===== src/rtl/mem_pkg.sv =====
// Shared definitions for the memory port arbiter: access-size encodings,
// default memory window, FSM state and requester port identifiers.
package mem_pkg;

   localparam logic [1:0] ACC_BYTE = 2'd0;
   localparam logic [1:0] ACC_HALF = 2'd1;
   localparam logic [1:0] ACC_WORD = 2'd2;

   localparam logic [31:0] DEF_MEM_BASE = 32'h8002_0000;
   localparam logic [31:0] DEF_MEM_SIZE = 32'h0010_0000;

   typedef enum logic {BOOT, RUN} state_e;

   typedef enum logic {PORT_IF, PORT_DM} port_e;

   // Response tag captured at the grant edge; rd = 0 marks a rejected write.
   typedef struct packed {
      logic  vld;
      port_e port;
      logic  err;
      logic  rd;
   } tag_t;

endpackage


===== src/rtl/addr_range_check.sv =====
// Combinational window check.
//   addr_i     : byte address under test
//   in_range_o : 1 when BASE <= addr_i < BASE + SIZE
module addr_range_check
   import mem_pkg::*;
#(
   parameter logic [31:0] BASE = DEF_MEM_BASE,
   parameter logic [31:0] SIZE = DEF_MEM_SIZE
) (
   input  logic [31:0] addr_i,
   output logic        in_range_o
);

   logic [31:0] offset;

   // Offset compare avoids overflow of BASE + SIZE at the top of the space.
   assign offset     = addr_i - BASE;
   assign in_range_o = (addr_i >= BASE) && (offset < SIZE);

endmodule


===== src/rtl/mem_port_arbiter.sv =====
// Arbitrates the single-ported memory between the boot loader (BOOT phase
// only), instruction fetch and the data stage (RUN phase, dm over if).
//   ld_*      : loader write request / grant
//   boot_done : ends the BOOT phase
//   if_*      : fetch word read request, grant and response
//   dm_*      : data-stage request, grant and response
//   address, data_in, write, access_size, data_out : memory side
//   boot_busy : high while in BOOT
module mem_port_arbiter
   import mem_pkg::*;
#(
   parameter logic [31:0] MEM_BASE = DEF_MEM_BASE,
   parameter logic [31:0] MEM_SIZE = DEF_MEM_SIZE
) (
   input  logic        clk,
   input  logic        reset_n,
   input  logic        ld_req,
   input  logic [31:0] ld_addr,
   input  logic [31:0] ld_wdata,
   input  logic [1:0]  ld_size,
   output logic        ld_gnt,
   input  logic        boot_done,
   input  logic        if_req,
   input  logic [31:0] if_addr,
   output logic        if_gnt,
   output logic        if_rvalid,
   output logic        if_err,
   output logic [31:0] if_rdata,
   input  logic        dm_req,
   input  logic        dm_write,
   input  logic [31:0] dm_addr,
   input  logic [31:0] dm_wdata,
   input  logic [1:0]  dm_size,
   output logic        dm_gnt,
   output logic        dm_rvalid,
   output logic        dm_err,
   output logic [31:0] dm_rdata,
   output logic [31:0] address,
   output logic [31:0] data_in,
   output logic        write,
   output logic [1:0]  access_size,
   input  logic [31:0] data_out,
   output logic        boot_busy
);

   state_e      state_q, state_d;
   tag_t        tag_q, tag_d;
   logic [31:0] addr_q, wdata_q;
   logic [1:0]  size_q;

   logic        granted;
   logic        sel_wr;
   logic [31:0] sel_addr, sel_wdata;
   logic [1:0]  sel_size;
   logic        in_range;

   addr_range_check #(
      .BASE (MEM_BASE),
      .SIZE (MEM_SIZE)
   ) u_range (
      .addr_i     (sel_addr),
      .in_range_o (in_range)
   );

   always_comb begin
      state_d   = state_q;
      ld_gnt    = 1'b0;
      if_gnt    = 1'b0;
      dm_gnt    = 1'b0;
      granted   = 1'b0;
      sel_wr    = 1'b0;
      sel_addr  = ld_addr;
      sel_wdata = ld_wdata;
      sel_size  = ld_size;
      unique case (state_q)
         BOOT: begin
            ld_gnt  = ld_req;
            granted = ld_req;
            sel_wr  = ld_req;
            if (boot_done) state_d = RUN;
         end
         RUN: begin
            if (dm_req) begin
               dm_gnt    = 1'b1;
               granted   = 1'b1;
               sel_wr    = dm_write;
               sel_addr  = dm_addr;
               sel_wdata = dm_wdata;
               sel_size  = dm_size;
            end else if (if_req) begin
               if_gnt    = 1'b1;
               granted   = 1'b1;
               sel_addr  = if_addr;
               sel_wdata = wdata_q;
               sel_size  = ACC_WORD;
            end
         end
      endcase
   end

   // Out-of-window accesses are granted but never reach memory as writes.
   assign write       = sel_wr & in_range;
   assign address     = granted ? sel_addr  : addr_q;
   assign data_in     = granted ? sel_wdata : wdata_q;
   assign access_size = granted ? sel_size  : size_q;
   assign boot_busy   = (state_q == BOOT);

   // Tag every RUN grant that produces a response: reads, and rejected writes.
   always_comb begin
      tag_d      = '0;
      tag_d.vld  = if_gnt | (dm_gnt & (~dm_write | ~in_range));
      tag_d.port = dm_gnt ? PORT_DM : PORT_IF;
      tag_d.err  = ~in_range;
      tag_d.rd   = if_gnt | (dm_gnt & ~dm_write);
   end

   always_ff @(posedge clk or negedge reset_n) begin
      if (!reset_n) begin
         state_q <= BOOT;
         tag_q   <= '0;
         addr_q  <= '0;
         wdata_q <= '0;
         size_q  <= '0;
      end else begin
         state_q <= state_d;
         tag_q   <= tag_d;
         if (granted) begin
            addr_q  <= sel_addr;
            wdata_q <= sel_wdata;
            size_q  <= sel_size;
         end
      end
   end

   assign if_rvalid = tag_q.vld & (tag_q.port == PORT_IF);
   assign if_err    = if_rvalid & tag_q.err;
   assign if_rdata  = (if_rvalid & ~tag_q.err) ? data_out : '0;

   assign dm_rvalid = tag_q.vld & (tag_q.port == PORT_DM) & tag_q.rd;
   assign dm_err    = tag_q.vld & (tag_q.port == PORT_DM) & tag_q.err;
   assign dm_rdata  = (dm_rvalid & ~tag_q.err) ? data_out : '0;

endmodule


===== config.mk =====
export PLATFORM = sky130hd
export DESIGN_NAME = mem_port_arbiter
export DESIGN_NICKNAME = d
export VERILOG_FILES = /design/src/rtl/mem_pkg.sv /design/src/rtl/addr_range_check.sv /design/src/rtl/mem_port_arbiter.sv
export SDC_FILE = /design/constraint.sdc
export NUM_CORES = 1
export LEC_CHECK = 0
export CORE_AREA = 2 2 131 133
export DETAILED_ROUTE_END_ITERATION = 12
export DIE_AREA = 0 0 133 135
export GPL_TIMING_DRIVEN = 0
export MAX_ROUTING_LAYER = met4
export PLACE_DENSITY = 0.72
export SYNTH_ARGS = -nofsm -noshare
export SYNTH_HDL_FRONTEND = slang
export SYNTH_SLANG_ARGS = --single-unit

===== constraint.sdc =====
create_clock -name clk -period 2.3 [get_ports clk]
set_input_delay 0.345 -clock clk [delete_from_list [all_inputs] [get_ports clk]]
set_output_delay 0.345 -clock clk [all_outputs]
set_load 0.05 [all_outputs]

==> impl_metrics.env, run 1 <==
export IMPL_design_area_mm2=0.01091
export IMPL_num_vias=5892
export IMPL_gr_total_overflow=0
export IMPL_first_pass_iters=5
export IMPL_fp_dieH_um=135
export IMPL_worst_skew_pair_late_latency_ns=0.35
export IMPL_slew_headroom=0.6069
export IMPL_portBuffers=341
export IMPL_route_detailed_drc=0
export IMPL_seq_area_mm2=0.001777
export IMPL_p_leak_uw=0.004484
export IMPL_switching_share=0.3352
export IMPL_fin_crit_sh=1.332
export IMPL_violations="setup timing"
export IMPL_hpwl_um=17030
export IMPL_synth_largest_area_cell="dfrtp_1"
export IMPL_slowest_stage="or4_4"
export IMPL_crit_type="input pin to output port"
export IMPL_wire_per_inst_um=20.85
export IMPL_power_density_mw_per_mm2=491.6
export IMPL_crit_cells=9
export IMPL_status="complete, but fails checks"
export IMPL_hold_viol=0
export IMPL_nets=1150
export IMPL_cp_buffers_inverters=3
export IMPL_cp_data_required_time_ns=1.96
export IMPL_io_pins=342
export IMPL_ys_types=45
export IMPL_vdd_ir_drop_max_uv=508.3
export IMPL_gp_congestion=0.8465
export IMPL_min_path_type="input pin to asynchronous set/reset pin"
export IMPL_setup_viol=64
export IMPL_clock_path_buffers=2
export IMPL_critPathCaptureType="output port"
export IMPL_gr_usage_all_layers=0.2666
export IMPL_ff2ff_path_depth=9
export IMPL_area_growth_pct=135.9
export IMPL_drt_first_iter_violations=312
export IMPL_drv_slew=0
export IMPL_cp_slowest_stage_delay_ns=0.55
export IMPL_syn_area_mm2=0.004624
export IMPL_layout_commonest_cell="clkdlybuf4s50_1"
export IMPL_die_area_mm2=0.01796
export IMPL_cts_sinks=71
export IMPL_fin_ws_ns=-0.7633
export IMPL_antenna_found_initial=1
export IMPL_pwr_share_comb=0.401
export IMPL_grt_first_pass_wirelength_um=35390
export IMPL_syn_avg_cell_area_um2=8.393
export IMPL_finClkSkew_ns=0.005389
export IMPL_cts_tree="built"
export IMPL_multi_input_area_mm2=0.004016
export IMPL_ctsHtreeMaxLevel=3
export IMPL_layout_common_cells="clkdlybuf4s50_1, buf_6, dfrtp_1"
export IMPL_p_sw_uw=1798
export IMPL_arrival_ns=2.72
export IMPL_synth_seq_cells=71
export IMPL_vias_per_cell=5.027
export IMPL_drv_cap=0
export IMPL_synth_cells=551
export IMPL_place_area_mm2=0.009186
export IMPL_ys_flop_type="dfrtp_1"
export IMPL_p_int_uw=3565
export IMPL_fillers=1250
export IMPL_ant_nets=0
export IMPL_tightest_slew_ns=0.5879
export IMPL_seq_power_share=0.268
export IMPL_grt_max_degree=46
export IMPL_synthesis_nets=754
export IMPL_drive_above_1_share=0.4154
export IMPL_root_buffer="clkbuf_16"
export IMPL_synthDominantCellAreaShare=0.3842
export IMPL_async_reset_ff_frac=1.000
export IMPL_rows=47
export IMPL_crit_path_cell_trace="dlygate4sd2_1, buf_6, o21a_4, o211ai_1, o21ai_1, or4_4, or4_4, nor2_4, buf_8"
export IMPL_synth_edf_count=0
export IMPL_power_uw=5363
export IMPL_ys_warnings_count=0
export IMPL_crit_fanout=10
export IMPL_finalWirelength_um=24440
export IMPL_fin_tns_setup_ns=-8.869
export IMPL_timing_fmax_mhz=326.4
export IMPL_cts_clk_slew_worst_paths_ns=0.06
export IMPL_cts_made_buffers=9
export IMPL_path_common_cell="or4_4"
export IMPL_start_util=0.2819
export IMPL_synth_seq_area_share=0.3842
export IMPL_crit_family="simple AND/OR/NAND/NOR gates"
export IMPL_clock_power_share=0.331
export IMPL_hold_ws_ns=0.4688
export IMPL_synthTopCellsByArea="dfrtp_1, and2_1, mux2i_1"
export IMPL_core_area_mm2=0.01641
export IMPL_start_kind="input pin"
export IMPL_first_global_vias=6166
export IMPL_die_w_um=133
export IMPL_rsz0062_at_grt="true"
export IMPL_min_period_ns=3.063
-- Yosys cell counts (2+ instances only) --
cell,instances
a211oi_1,32
a21oi_1,44
a221oi_1,4
a31oi_1,18
and2_1,65
and3_1,4
buf_1,8
buf_4,6
buf_6,2
clkbuf_1,34
dfrtp_1,71
inv_1,19
mux2i_1,32
nand2_1,35
nand2b_1,4
nand3_1,6
nand3b_1,3
nor2_1,42
nor2b_1,37
o21ai_0,12
o22ai_1,22
o31ai_1,23
o32ai_1,4
or2_1,2
or2_2,2
-- cell type report --
type | count | area share
Multi-Input combinational cell | 411 | 0.3682
Antenna cell | 1 | 0.0002294
Clock buffer | 10 | 0.02191
Timing Repair Buffer | 385 | 0.3473
Sequential cell | 71 | 0.1629
Tap cell | 220 | 0.02523
Buffer | 49 | 0.05482
Inverter | 20 | 0.007684
Clock inverter | 5 | 0.01181
-- state kept, by name, indices dropped and copies added (netlist names) --
name,flops
state_q,1
tag_q,4
wdata_q,32
size_q,2
addr_q,32
-- power by group through the flow --
stage               registers [uW]  logic, uW  clock network [uW]
global route                  1450       2240                1850
floorplan                     1440       1070                   0
finish                        1440       2150                1780
CTS                           1430       2070                1810
global placement              1440       1830                   0
detailed placement            1450       1840                   0
-- timing repair --
action	in CTS	in global routing
hold buffers	1	0
pin swaps	15	14
setup endpoints to repair	199	119
gates cloned	4	5
resized for setup	865	154
hold endpoints to repair	26	0
buffers inserted	21	14
-- final timing paths --
check / from / endpoint / slack, ns
max: if_req / write / -0.76
min: reset_n / wdata_q[22]$_DFF_PN0_ / 0.47
max reg2reg: state_q$_DFF_PN0_ / tag_q[3]$_DFF_PN0_ / -0.34
min reg2reg: addr_q[20]$_DFF_PN0_ / addr_q[20]$_DFF_PN0_ / 0.48
max in group asynchronous: reset_n / addr_q[29]$_DFF_PN0_ / 1.24
min in group clk: addr_q[20]$_DFF_PN0_ / addr_q[20]$_DFF_PN0_ / 0.48
-- cell families after synthesis --
family | count (synthesis) | share of synthesized area
AND/OR/NAND/NOR | 209 | 0.2440
flip-flops | 71 | 0.3842
multiplexers | 33 | 0.07170
AO/OA/AOI/OAI | 167 | 0.2340
buffers and inverters | 71 | 0.06601
-- metal layers --
metal / global-route usage / vias up / share of wire
li1: - / 2750 / -
met1: 0.3032 / 2824 / 0.39
met2: 0.4617 / 276 / 0.52
met3: 0.07545 / 42 / 0.077
met4: 0.07288 / 0 / 0.021
met5: - / - / 0
-- through the flow --
step,instances,setup slack (ns),utilization
after CTS,1153,-0.7339,0.6592
final,1172,-0.7633,0.6649
after global placement,1112,-1.888,0.5584
after detailed placement,1113,-1.766,0.5599
after global routing,1172,-0.8632,0.6649
after floorplan,551,-0.3097,-
Power figures use the tool's default switching activity.
==> run 2, diff against run 1 <==
CAP_MARGIN = 15   (was not set)
==> results of run 2 <==
Same layout as run 1: the final DEF is identical, and so are final timing and power.
